--- config.mk ---
export PLATFORM = sky130hd
export DESIGN_NAME = bot_motion_sequencer_flat
export DESIGN_NICKNAME = d
export VERILOG_FILES = /design/src/rtl/bot_motion_sequencer_if.sv /design/src/rtl/bot_motion_sequencer.sv /design/src/flat_wrapper.sv
export SDC_FILE = /design/constraint.sdc
export NUM_CORES = 1
export LEC_CHECK = 0
export CAP_MARGIN = 20
export CORE_ASPECT_RATIO = 2
export CORE_MARGIN = 5
export CORE_UTILIZATION = 28
export CTS_CLUSTER_SIZE = 16
export DETAILED_ROUTE_END_ITERATION = 8
export GPL_ROUTABILITY_DRIVEN = 0
export SLEW_MARGIN = 20
export SYNTH_ARGS = -nofsm -noshare
export SYNTH_HDL_FRONTEND = slang
export SYNTH_SLANG_ARGS = --single-unit
export TNS_END_PERCENT = 30
--- constraint.sdc ---
create_clock -name clk_50 -period 3.5 [get_ports clk_50]
set_input_delay 0.7 -clock clk_50 [delete_from_list [all_inputs] [get_ports clk_50]]
set_output_delay 0.7 -clock clk_50 [all_outputs]
set_load 0.05 [all_outputs]
--- src/rtl/bot_motion_sequencer_if.sv ---
// Command handshake and motion status bundle for the motion sequencer.
// Commands flow master -> slave on cmd_valid/cmd_ready; status flows back.
interface bot_motion_sequencer_if;
    logic        cmd_valid;
    logic        cmd_ready;
    logic [2:0]  cmd_dir;
    logic [15:0] cmd_ticks;
    logic        abort;
    logic [2:0]  turn;
    logic        busy;
    logic        done;
    logic [2:0]  fifo_count;
    logic        err;

    modport master (
        output cmd_valid, cmd_dir, cmd_ticks, abort,
        input  cmd_ready, turn, busy, done, fifo_count, err
    );

    modport slave (
        input  cmd_valid, cmd_dir, cmd_ticks, abort,
        output cmd_ready, turn, busy, done, fifo_count, err
    );
endinterface

--- src/rtl/bot_motion_sequencer.sv ---
// Queued timed motion commands -> turn code, with stop dead-time between opposing turns.
// Push-to-turn latency 2 cycles from idle; cmd_ready drops when the 4-entry queue is full or abort is high.
module bot_motion_sequencer #(
    parameter int CLK_PER_TICK = 50000,
    parameter int DEAD_TICKS   = 20,
    parameter int FIFO_DEPTH   = 4
) (
    input  logic                  clk_50,
    input  logic                  reset,
    bot_motion_sequencer_if.slave bus
);
    localparam int PW = (CLK_PER_TICK > 1) ? $clog2(CLK_PER_TICK) : 1;
    localparam int DW = (DEAD_TICKS > 0) ? $clog2(DEAD_TICKS + 1) : 1;
    localparam int AW = (FIFO_DEPTH > 1) ? $clog2(FIFO_DEPTH) : 1;

    typedef enum logic [1:0] {IDLE, RUN, DEAD} state_t;
    typedef struct packed {
        logic [2:0]  dir;
        logic [15:0] ticks;
    } cmd_t;

    state_t        state, state_n;
    cmd_t          mem [FIFO_DEPTH];
    cmd_t          head;
    logic [AW-1:0] wr_ptr, rd_ptr;
    logic [2:0]    count;
    logic [PW-1:0] presc;
    logic          tick, push, pop, full, empty;
    logic [2:0]    cur_dir, cur_dir_n, head_dir, prev_dir, turn_q;
    logic [15:0]   remaining, remaining_n;
    logic [DW-1:0] dead_cnt, dead_cnt_n;
    logic          done_n, err_set, try_load, need_dead, head_illegal;
    logic          busy_q, done_q, err_q;

    assign full          = (count == 3'(FIFO_DEPTH));
    assign empty         = (count == 3'd0);
    assign bus.cmd_ready = !full && !bus.abort;
    assign push          = bus.cmd_valid && bus.cmd_ready;
    assign head          = mem[rd_ptr];
    assign head_illegal  = (head.dir > 3'd4);
    assign head_dir      = head_illegal ? 3'd0 : head.dir;
    // Only a command handed over straight from RUN can need dead-time.
    assign prev_dir      = (state == RUN) ? cur_dir : 3'd0;
    assign need_dead     = (prev_dir != 3'd0) && (head_dir != 3'd0) && (prev_dir != head_dir);
    assign tick          = (presc == PW'(CLK_PER_TICK - 1));

    assign bus.turn       = turn_q;
    assign bus.busy       = busy_q;
    assign bus.done       = done_q;
    assign bus.fifo_count = count;
    assign bus.err        = err_q;

    always_ff @(posedge clk_50 or posedge reset) begin
        if (reset)     presc <= '0;
        else if (tick) presc <= '0;
        else           presc <= presc + PW'(1);
    end

    always_comb begin
        state_n     = state;
        cur_dir_n   = cur_dir;
        remaining_n = remaining;
        dead_cnt_n  = dead_cnt;
        pop         = 1'b0;
        done_n      = 1'b0;
        err_set     = 1'b0;
        try_load    = 1'b0;
        case (state)
            IDLE: try_load = 1'b1;
            RUN: begin
                if (tick) begin
                    if (remaining == 16'd1) begin
                        done_n   = 1'b1;
                        try_load = 1'b1;
                        state_n  = IDLE;
                    end else if (remaining != 16'd0) begin
                        remaining_n = remaining - 16'd1;
                    end
                end
            end
            DEAD: begin
                if (dead_cnt == '0) begin
                    state_n = RUN;
                end else if (tick) begin
                    dead_cnt_n = dead_cnt - DW'(1);
                    if (dead_cnt == DW'(1)) state_n = RUN;
                end
            end
            default: state_n = IDLE;
        endcase
        if (try_load && !empty) begin
            if (head.ticks == 16'd0) begin
                // Zero-length commands are retired from IDLE only, so done never merges two completions.
                if (state == IDLE) begin
                    pop    = 1'b1;
                    done_n = 1'b1;
                end
            end else begin
                pop         = 1'b1;
                cur_dir_n   = head_dir;
                remaining_n = head.ticks;
                dead_cnt_n  = DW'(DEAD_TICKS);
                err_set     = head_illegal;
                state_n     = need_dead ? DEAD : RUN;
            end
        end
        if (bus.abort) begin
            state_n = IDLE;
            pop     = 1'b0;
            done_n  = 1'b0;
            err_set = 1'b0;
        end
    end

    always_ff @(posedge clk_50 or posedge reset) begin
        if (reset) begin
            state     <= IDLE;
            cur_dir   <= 3'd0;
            remaining <= 16'd0;
            dead_cnt  <= '0;
            turn_q    <= 3'd0;
            busy_q    <= 1'b0;
            done_q    <= 1'b0;
            err_q     <= 1'b0;
        end else begin
            state     <= state_n;
            cur_dir   <= cur_dir_n;
            remaining <= remaining_n;
            dead_cnt  <= dead_cnt_n;
            turn_q    <= (state_n == RUN) ? cur_dir_n : 3'd0;
            busy_q    <= (state_n != IDLE);
            done_q    <= done_n;
            err_q     <= err_q | err_set;
        end
    end

    always_ff @(posedge clk_50 or posedge reset) begin
        if (reset) begin
            wr_ptr <= '0;
            rd_ptr <= '0;
            count  <= 3'd0;
        end else if (bus.abort) begin
            wr_ptr <= '0;
            rd_ptr <= '0;
            count  <= 3'd0;
        end else begin
            if (push) wr_ptr <= wr_ptr + AW'(1);
            if (pop)  rd_ptr <= rd_ptr + AW'(1);
            case ({push, pop})
                2'b10:   count <= count + 3'd1;
                2'b01:   count <= count - 3'd1;
                default: count <= count;
            endcase
        end
    end

    always_ff @(posedge clk_50) begin
        if (push) mem[wr_ptr] <= '{dir: bus.cmd_dir, ticks: bus.cmd_ticks};
    end
endmodule

--- src/flat_wrapper.sv ---
// flat-port wrapper written by rule: the top's interface ports become plain ports
module bot_motion_sequencer_flat 
#(
    parameter int CLK_PER_TICK = 50000,
    parameter int DEAD_TICKS   = 20,
    parameter int FIFO_DEPTH   = 4
)
  (clk_50, reset, bus_cmd_valid, bus_cmd_dir, bus_cmd_ticks, bus_abort, bus_cmd_ready, bus_turn, bus_busy, bus_done, bus_fifo_count, bus_err);
  bot_motion_sequencer_if bus_i ();
  input  logic clk_50;
  input  logic reset;
  input wire logic [$bits(bus_i.cmd_valid)-1:0] bus_cmd_valid;
  input wire logic [$bits(bus_i.cmd_dir)-1:0] bus_cmd_dir;
  input wire logic [$bits(bus_i.cmd_ticks)-1:0] bus_cmd_ticks;
  input wire logic [$bits(bus_i.abort)-1:0] bus_abort;
  output wire logic [$bits(bus_i.cmd_ready)-1:0] bus_cmd_ready;
  output wire logic [$bits(bus_i.turn)-1:0] bus_turn;
  output wire logic [$bits(bus_i.busy)-1:0] bus_busy;
  output wire logic [$bits(bus_i.done)-1:0] bus_done;
  output wire logic [$bits(bus_i.fifo_count)-1:0] bus_fifo_count;
  output wire logic [$bits(bus_i.err)-1:0] bus_err;
  assign bus_i.cmd_valid = bus_cmd_valid;
  assign bus_i.cmd_dir = bus_cmd_dir;
  assign bus_i.cmd_ticks = bus_cmd_ticks;
  assign bus_i.abort = bus_abort;
  assign bus_cmd_ready = bus_i.cmd_ready;
  assign bus_turn = bus_i.turn;
  assign bus_busy = bus_i.busy;
  assign bus_done = bus_i.done;
  assign bus_fifo_count = bus_i.fifo_count;
  assign bus_err = bus_i.err;
  bot_motion_sequencer #(.CLK_PER_TICK(CLK_PER_TICK), .DEAD_TICKS(DEAD_TICKS), .FIFO_DEPTH(FIFO_DEPTH)) u_core (.clk_50(clk_50), .reset(reset), .bus(bus_i));
endmodule
==> impl_metrics.json <==
{
  "status": "completed",
  "min_path_cells": 1,
  "cts_setup_buffers": 0,
  "postSynthNetCount": 461,
  "min-delay-start": "u_core.bus.err",
  "n_antenna_cell": 0,
  "clock_skew_ns": 0.00870,
  "power_frac_seq": 0.372,
  "worst_r2r_endpoint": "u_core.bus.fifo_count[2]",
  "synth.area.mux_share": 0.0943,
  "antenna_found_initial": 0,
  "fillCellCount": 1980,
  "global_route.usage.total": 0.105,
  "tritoncts": "yes",
  "yosys_synthesis_warning_count": 0,
  "irDropWorstVdd_mv": 0.281,
  "vias": 3676,
  "synth_top_family_by_area": "simple AND/OR/NAND/NOR gates",
  "final_util": 0.348,
  "synth_compound_area_frac": 0.0564,
  "yosysSeqAreaShare": 0.616,
  "syn_inst": 426,
  "internal-power_uw": 3770,
  "worst-r2r-cell-count": 11,
  "synth_top_cells_by_area": "edfxtp_1, dfrtp_1, mux4_2",
  "grt_pass1_vias": 4005,
  "worst-endpoint-arrival_ns": 3.62,
  "final_net_count": 514,
  "critical-path-slowest-cell": "mux4_2",
  "cellPowerDensity_nw_per_um2": 749,
  "fraction_of_layout_instances_using_a_drive_strength_above_1": 0.183,
  "syn2layout_area_growth_pct": 22.5,
  "ys_types": 54,
  "clkSlewWorstSetupHoldPaths_ns": 0.06,
  "most_frequent_cells_after_synthesis": "edfxtp_1, dfrtp_1, nor2_1",
  "cts_htree_levels": 4,
  "drc": 0,
  "pin_count": 33,
  "worstReg2RegStart": "u_core.rd_ptr[0]",
  "hp-class": "reg2reg",
  "cts-buffers-inserted": 17,
  "critical_path.startpoint_type": "flop",
  "cts-resized-gates": 0,
  "synth.cell_area_um2": 5940,
  "count_of_maximum_capacitance_violations": 0,
  "fp.dieW_um": 113,
  "drt_iter0_markers": 153,
  "holdWs_ns": 0.481,
  "synth_xor_xnor_area_share": 0.0352,
  "report.final.setup_viol": 0,
  "drt_pre_antenna_iters": 4,
  "synthAdderAreaFrac": 0.0265,
  "viasPerCell": 4.84,
  "timing_worst_setup_path_type": "reg2reg",
  "timing.hold.worst_endpoint": "u_core.bus.err",
  "regToRegSetupSlack_ns": 0.18,
  "cts-root-buf": "clkbuf_16",
  "highest_clock_frequency_the_design_can_meet_mhz": 301,
  "maximum_number_of_pins_on_one_net_before_global_route_repair": 22,
  "global_route_wire_length_before_repair_um": 19900,
  "ys_seq_elements": 131,
  "start_util": 0.284,
  "cp_slowest_stage_delay_ns": 0.54,
  "num_rows": 75,
  "die_h_um": 216,
  "cts_hold_repair.buffers": 0,
  "yosys.area.top_type": "edfxtp_1",
  "power.share.switching": 0.309,
  "p_leak_uw": 0.00261,
  "drtAntennaViolNets": 0,
  "final_cycle_share": 0.950,
  "power.clock.fraction": 0.330,
  "post-route-min-period_ns": 3.32,
  "synth.avg_cell_area_um2": 13.9,
  "asyncSetResetFlopFracSynth": 0.420,
  "route.detailed.wl_per_inst_um": 16.1,
  "path_max_fanout": 20,
  "insertion_delay_ns": 0.42,
  "p_comb_frac": 0.298,
  "required_ns": 3.80,
  "hold_violations": 0,
  "path_cells": "buf_12 > mux4_2 > nor4_2 > buf_4 > nand4_1 > a31oi_4 > nor3_1 > fa_1 > and3_1 > mux2i_1 > mux2_1",
  "synth_top_area_frac": 0.384,
  "main_flop_type_after_synthesis": "edfxtp_1",
  "port_buffer_count": 32,
  "relative_slew_slack": 0.534,
  "switching_power_summed_over_all_nets_uw": 1690,
  "area_enclosed_by_the_die_boundary_um2": 24400,
  "synth_edf_count": 76,
  "routed_wl_um": 12200,
  "hpwlAfterDp_um": 9100,
  "yosys.cell_count.top_type": "edfxtp_1",
  "floorplan.core_area_um2": 20900,
  "clock_path_buffers": 2,
  "overflow": 0,
  "clock_sinks": 131,
  "slew_violations": 0,
  "synthSimpleGateAreaFrac": 0.147,
  "worstSetupEndpointType": "flop",
  "worst_slew_pin_slew_ns": 0.691
}
==> routing by layer <==
metal | part of all wire | global-route usage
met5 | 0 | 0
met4 | 0.032 | 0.0594
met3 | 0.025 | 0.0258
met2 | 0.60 | 0.206
met1 | 0.34 | 0.0939
==> worst max path at each step <==
stage	cells after the start	start	end
global placement	11	u_core.rd_ptr[0]	u_core.bus.fifo_count[2]
CTS	11	u_core.rd_ptr[0]	u_core.bus.fifo_count[2]
finish	11	u_core.rd_ptr[0]	u_core.bus.fifo_count[2]
floorplan	9	u_core.bus.fifo_count[1]	u_core.bus.fifo_count[2]
global route	11	u_core.rd_ptr[0]	u_core.bus.fifo_count[2]
detailed placement	11	u_core.rd_ptr[0]	u_core.bus.fifo_count[2]
==> worst max-delay path, delay by kind of cell (launching register included) <==
family | cells | cell delay (ns)
compound gates | 1 | 0.23
fa+ha+maj | 1 | 0.39
buf+inv | 2 | 0.37
flops | 1 | 0.38
mux | 3 | 1.04
simple gates | 4 | 0.79
==> cells by family after synthesis <==
family / Yosys count
adder cells (fa/ha/maj): 12
buffers and inverters: 28
AO/OA/AOI/OAI: 49
XOR/XNOR: 23
AND/OR/NAND/NOR: 152
flip-flops: 131
multiplexers: 31
==> state kept, by name, indices dropped and copies added, names as in the netlist <==
register	cells
u_core.mem	76
u_core.presc	16
u_core.remaining	16
u_core.dead_cnt	5
u_core.bus.fifo_count	3
u_core.bus.turn	3
u_core.cur_dir	3
u_core.rd_ptr	2
u_core.state	2
u_core.wr_ptr	2
u_core.bus.busy	1
u_core.bus.done	1
u_core.bus.err	1
==> metrics by stage <==
stage / setup slack [ns] / area (um^2) / std cells / total power, uW / TNS (ns)
after floorplan: 0.102 / 5940 / 426 / 3240 / 0
after global placement: 0.148 / 6670 / 729 / 3650 / 0
after detailed placement: 0.0579 / 6670 / 729 / 3690 / 0
after CTS: 0.0454 / 7270 / 760 / 5520 / 0
after global routing: -0.0336 / 7280 / 760 / 5730 / -0.0336
final: 0.177 / 7280 / 760 / 5460 / 0
==> power by group through the flow <==
| stage | logic [uW] | registers (uW) | clock network (uW) |
|---|---|---|---|
| final | 1630 | 2030 | 1800 |
| after floorplan | 1120 | 2120 | 0 |
| after CTS | 1650 | 2030 | 1840 |
| after global placement | 1610 | 2040 | 0 |
| after global routing | 1770 | 2050 | 1910 |
| after detailed placement | 1640 | 2050 | 0 |
==> final cells by class <==
type,instances,area (um^2),area share
flip-flops and latches,131,3660,0.502
multi-input cells,267,2150,0.295
repair buffers,51,498,0.0684
clock buffers,21,440,0.0605
well taps,269,337,0.0462
clock inverters,10,159,0.0218
inverters,11,41.3,0.00567
==> placed cells by master (no fill, tap or decap), drive strengths merged, types with 3 or more instances in the layout <==
cell type / instances
edfxtp: 76
dfrtp: 55
nor2: 44
clkdlybuf4s50: 31
clkbuf: 21
buf: 20
mux4: 19
xor2: 17
nor3: 14
nand2: 13
a21oi: 13
nand4: 11
ha: 11
inv: 11
a31oi: 11
or3: 9
o31ai: 9
o21ai: 9
nor2b: 8
or4: 8
and3: 7
nand3: 7
or2: 7
nor4: 7
mux2: 7
xnor2: 6
mux2i: 5
and2: 5
bufinv: 4
nor3b: 4
nand2b: 3
clkinvlp: 3
clkinv: 3
Note: power is estimated with default switching activity, not from simulation.
==> edit 1: new RTL, same flow settings <==
`DEAD_TICKS` is set to 20 in 2 places; all go to 10.
--- a/src/rtl/bot_motion_sequencer.sv
+++ b/src/rtl/bot_motion_sequencer.sv
@@ -2,7 +2,7 @@
 // Push-to-turn latency 2 cycles from idle; cmd_ready drops when the 4-entry queue is full or abort is high.
 module bot_motion_sequencer #(
     parameter int CLK_PER_TICK = 50000,
-    parameter int DEAD_TICKS   = 20,
+    parameter int DEAD_TICKS   = 10,
     parameter int FIFO_DEPTH   = 4
 ) (
     input  logic                  clk_50,
--- a/src/flat_wrapper.sv
+++ b/src/flat_wrapper.sv
@@ -2,7 +2,7 @@
 module bot_motion_sequencer_flat 
 #(
     parameter int CLK_PER_TICK = 50000,
-    parameter int DEAD_TICKS   = 20,
+    parameter int DEAD_TICKS   = 10,
     parameter int FIFO_DEPTH   = 4
 )
   (clk_50, reset, bus_cmd_valid, bus_cmd_dir, bus_cmd_ticks, bus_abort, bus_cmd_ready, bus_turn, bus_busy, bus_done, bus_fifo_count, bus_err);
Behaviour: no difference found for any inputs over 4 cycles, from zero or initial values and one cycle with reset high; that may be too few to reach the edited logic, so the function may still have changed.
==> edit 1 against the unedited design <==
Setup slack got worse by 85 ps; final cell count decreased by 0.13%; die area decreased by 3.5%; wire length increased by 1.2%; sequential cell count decreased by 1; non-clock buffer count increased by 17; fmax decreased by 2.5%; combinational power increased by 3%; core utilization increased by 0.90 points; highest routed layer unchanged; critical path type unchanged; synthesized area decreased by 3.8%; final area decreased by 0.58%; count of clock-buffer cells in the layout decreased by 4; power decreased by 0.66%.
==> edit 1: results (changes against the unedited design) <==
outcome: "complete, no violations"  # unchanged
avgSynthCellArea_um2: 14.0  # was 13.9 um2
nNetsFinal: 516  # was 514
nFillCells: 1916  # was 1,980
vias: 3534  # was 3,676
nNonClkInverters: 13  # was 11
multi_input_area_share_pct: 28.2  # was 29.5%
endpoint: "u_core.bus.fifo_count[1]$_DFFE_PP0P_"  # was u_core.bus.fifo_count[2]$_DFFE_PP0P_
first_global_vias: 3805  # was 4,005
p_leak_nw: 2.66  # was 2.61 nW
grtUsageMet1_pct: 9.65  # was 9.39%
worst_pin_slew_ps: 706  # was 691 ps
initialDrtViolationCount: 140  # was 153
clock_skew_ps: 5.95  # was 8.70 ps
dpl_cell_area_um2: 6500  # was 6670 um2
drt_pass1_iterations: 6  # was 4
use_met2_pct: 21.5  # was 20.6%
synthArstFlopShare_pct: 41.5  # was 42.0%
synth.area.top_cells: "edfxtp_1, dfrtp_1, mux4_2"  # unchanged
seq_area_frac_synth_pct: 63.6  # was 61.6%
synth_mux_area_share_pct: 8.82  # was 9.43%
holdCritStartpoint: "u_core.presc[0]$_DFF_PP0_"  # was u_core.bus.err$_DFF_PP0_
syn_inst: 408  # was 426
num-nonclk-buffers: 68  # was 51
synth-xor-area-share_pct: 4.84  # was 3.52%
grt_first_pass_wirelength_um: 19600  # was 19,900 um
synthesis.nets: 442  # was 461
cts_resized: 1  # was 0
buf_share_pct: 8.52  # was 6.84%
synth_common_cells: "edfxtp_1, dfrtp_1, nor2_1"  # unchanged
routed_wl_um: 12400  # was 12,200 um
grt_usage_pct: 10.8  # was 10.5%
hold-path-endpoint: "u_core.presc[0]$_DFF_PP0_"  # was u_core.bus.err$_DFF_PP0_
r2r_cells: 14  # was 11
sh_seq_area_pct: 50.2  # about the same
crit_arrival_ps: 3720  # was 3620 ps
n_multi_input_combinational_cell: 252  # was 267
crit_fanout: 8  # was 20
==> edit 1: cell types whose count changed after synthesis, moves of 5 or more <==
cell,before,now
xnor2_1,5,20
a21oi_1,13,22
a31oi_1,10,1
xor2_1,17,9
nand4_1,11,4
o31ai_1,8,1
and3_1,7,12
buf_6,5,0
nor4_1,4,9
or4_1,6,1
==> edit 1: through the flow <==
stage / total power [mW] / hold slack [ps] / setup WS (ps)
floorplan: 3.11 / 425 / 332
global placement: 3.55 / 437 / 22.1
detailed placement: 3.59 / 446 / -19.6
CTS: 5.31 / 453 / 63.8
global route: 5.69 / 479 / -29.0
finish: 5.42 / 450 / 91.4
==> edit 1: metal layers <==
layer / vias to the layer above / wire length, um
met3: 26 / 283
met5: - / 0
met1: 1775 / 4080
met4: 0 / 502
met2: 57 / 7510
li1: 1676 / -
==> edit 1: where the power goes <==
group	internal [mW]	leakage (nW)	switching, mW
sequential	1.85	1.36	0.197
combinational	0.805	1.03	0.875
clock	1.04	0.277	0.650
total	3.70	2.66	1.72
==> edit 2: new RTL, same flow settings <==
Without the edit above. Make the reset (`reset`) synchronous in 3 clocked blocks.
--- a/src/rtl/bot_motion_sequencer.sv
+++ b/src/rtl/bot_motion_sequencer.sv
@@ -50,7 +50,7 @@
     assign bus.fifo_count = count;
     assign bus.err        = err_q;
 
-    always_ff @(posedge clk_50 or posedge reset) begin
+    always_ff @(posedge clk_50) begin
         if (reset)     presc <= '0;
         else if (tick) presc <= '0;
         else           presc <= presc + PW'(1);
@@ -112,7 +112,7 @@
         end
     end
 
-    always_ff @(posedge clk_50 or posedge reset) begin
+    always_ff @(posedge clk_50) begin
         if (reset) begin
             state     <= IDLE;
             cur_dir   <= 3'd0;
@@ -134,7 +134,7 @@
         end
     end
 
-    always_ff @(posedge clk_50 or posedge reset) begin
+    always_ff @(posedge clk_50) begin
         if (reset) begin
             wr_ptr <= '0;
             rd_ptr <= '0;
Check against the original RTL: differs if reset is asserted again (counterexample within 4 cycles, from zero or initial values and one cycle with reset high); with reset held inactive, the same outputs for 10 cycles.
==> edit 2 against the unedited design <==
Core utilization grew 0.23 points; wire length down 5.9%; critical endpoint is now u_core.bus.fifo_count[2]$_SDFFE_PP0P_; final area decreased by 4.7%; sequential cell count up 2; synthesized area shrank 5.1%; highest routed layer unchanged; setup slack better by 23 ps; die area shrank 4.8%.
Power is not compared: it rests on default switching activity, and its combinational part moved more than twofold at a synthesized area within 25%.
==> edit 2: results (changes against the unedited design) <==
initialDrtViolationCount: 124  # was 153
root_buffer: "clkbuf_16"  # unchanged
met3_usage_pct: 2.69  # was 2.58%
crit_arrival_ps: 3650  # was 3620 ps
hpwl_um: 8380  # was 9100 um
first_global_vias: 3859  # was 4,005
reg_top3: "u_core.mem x76, u_core.presc x16, u_core.remaining x16"  # unchanged
grtUsageMet1_pct: 10.3  # was 9.39%
vias: 3583  # was 3,676
clk_pin_slew_ps: 60  # about the same
crit_fanout: 4  # was 20
antenna_found_initial: 0  # unchanged
worst_pin_slew_ps: 524  # was 691 ps
outcome: "complete, no violations"  # unchanged
p_leak_nw: 2.34
p_sw_share_pct: 24.2
grt_usage_pct: 10.9  # was 10.5%
nFillCells: 1911  # was 1,980
grt_max_degree: 44  # was 22
drtAntennaViolNets: 0  # unchanged
dpl_cell_area_um2: 6350  # was 6670 um2
port_buffers: 32  # unchanged
antenna_cells: 0  # unchanged
drive_gt1_share_pct: 14.2  # was 18.3%
hp-class: "flip-flop to flip-flop"  # unchanged
dp_slack_ps: -7.10  # was 57.9 ps
synthesis.nets: 476  # was 461
clock_skew_ps: 8.74  # was 8.70 ps
wl_per_cell_um: 15.1  # was 16.1 um
htree_levels: 4  # unchanged
drt_pass1_iterations: 4  # unchanged
synth_cell_types: 45  # was 54
synth.area.top_cells: "edfxtp_1, dfxtp_1, mux4_2"  # was edfxtp_1, dfrtp_1, mux4_2
use_met2_pct: 20.3  # was 20.6%
clock_path_buffers: 2  # unchanged
nNetsFinal: 524  # was 514
ir_worst_vdd_mv: 0.277
synthArstFlopShare_pct: 0  # was 42.0%
insertion_delay_ps: 430
grt_first_pass_wirelength_um: 19100  # was 19,900 um
seq_area_frac_synth_pct: 60.7  # was 61.6%
synth_warnings: 0  # unchanged
cts_buffers: 17  # unchanged
synth_edf_count: 76  # unchanged
synth_common_cells: "edfxtp_1, nor2_1, dfxtp_1"  # was edfxtp_1, dfrtp_1, nor2_1
synthFlopType: "edfxtp_1"  # unchanged
edit 2: cell types whose count changed after synthesis, sizes merged, moves of 8 or more:
cell,before,now
nor2,44,65
dfrtp,55,0
a211oi,0,16
a31oi,11,2
dfxtp,0,57
xnor2,6,15
o31ai,9,1
edit 2: worst max-delay path: stages (launching register included):
cell,delay (ps)
dfxtp_1,330
or4_1,580
or3_1,450
nor4_4,250
o211ai_4,110
a21oi_1,230
ha_1,220
inv_1,70
fa_1,370
xor2_1,160
or3_1,320
a21oi_1,140
edit 2: per-stage QoR:
stage	std cells	utilization, %	hold slack [ps]	TNS, ps
floorplan	440	-	430	0
global placement	731	32.0	438	0
detailed placement	731	32.0	455	-7.10
CTS	763	35.0	469	0
global route	763	35.0	500	0
finish	763	35.0	464	0
edit 2: repair_timing:
action | in CTS | in global routing
buffers inserted | 0 | 0
setup endpoints to repair | 1 | 1
resized for setup | 1 | 1
pin swaps | 0 | 1
edit 2: worst paths after layout:
check / cells after the start / slack [ps] / end / startpoint
worst max-delay path: 11 / 200 / u_core.bus.fifo_count[2]$_SDFFE_PP0P_ / u_core.remaining[3]$_SDFF_PP0_
worst min-delay path: 1 / 460 / u_core.presc[0]$_SDFF_PP0_ / u_core.presc[0]$_SDFF_PP0_
worst max register to register: 11 / 200 / u_core.bus.fifo_count[2]$_SDFFE_PP0P_ / u_core.remaining[3]$_SDFF_PP0_
worst min register to register: 1 / 460 / u_core.presc[0]$_SDFF_PP0_ / u_core.presc[0]$_SDFF_PP0_
edit 2: cell type report:
cell class / count / area share [%]
Sequential cell: 133 / 49.3
Multi-Input combinational cell: 272 / 30.1
Timing Repair Buffer: 46 / 6.45
Clock buffer: 19 / 6.24
Tap cell: 262 / 4.72
Clock inverter: 13 / 2.14
Inverter: 18 / 0.973
edit 2: power by group through the flow:
stage	registers (mW)	logic [mW]	clock network, mW
global placement	1.77	0.369	0
CTS	1.74	0.381	1.79
finish	1.74	0.376	1.75
global route	1.75	0.414	1.85
detailed placement	1.78	0.378	0
floorplan	1.77	0.255	0
edit 2: kinds of logic (layout without fill, tap and decap cells):
group	after synthesis	count (layout)	share of synthesized area, %
simple gates	151	151	13.5
flops	133	133	60.7
fa+ha+maj	13	13	3.02
mux	26	26	8.83
buf+inv	35	96	2.44
compound gates	46	46	5.86
xor+xnor	36	36	5.59
edit 2: routing by layer:
layer / vias to the layer above / part of all wire [%]
met5: - / 0
met4: 0 / 3.3
met3: 22 / 2.9
met2: 71 / 58
met1: 1767 / 36
li1: 1723 / -
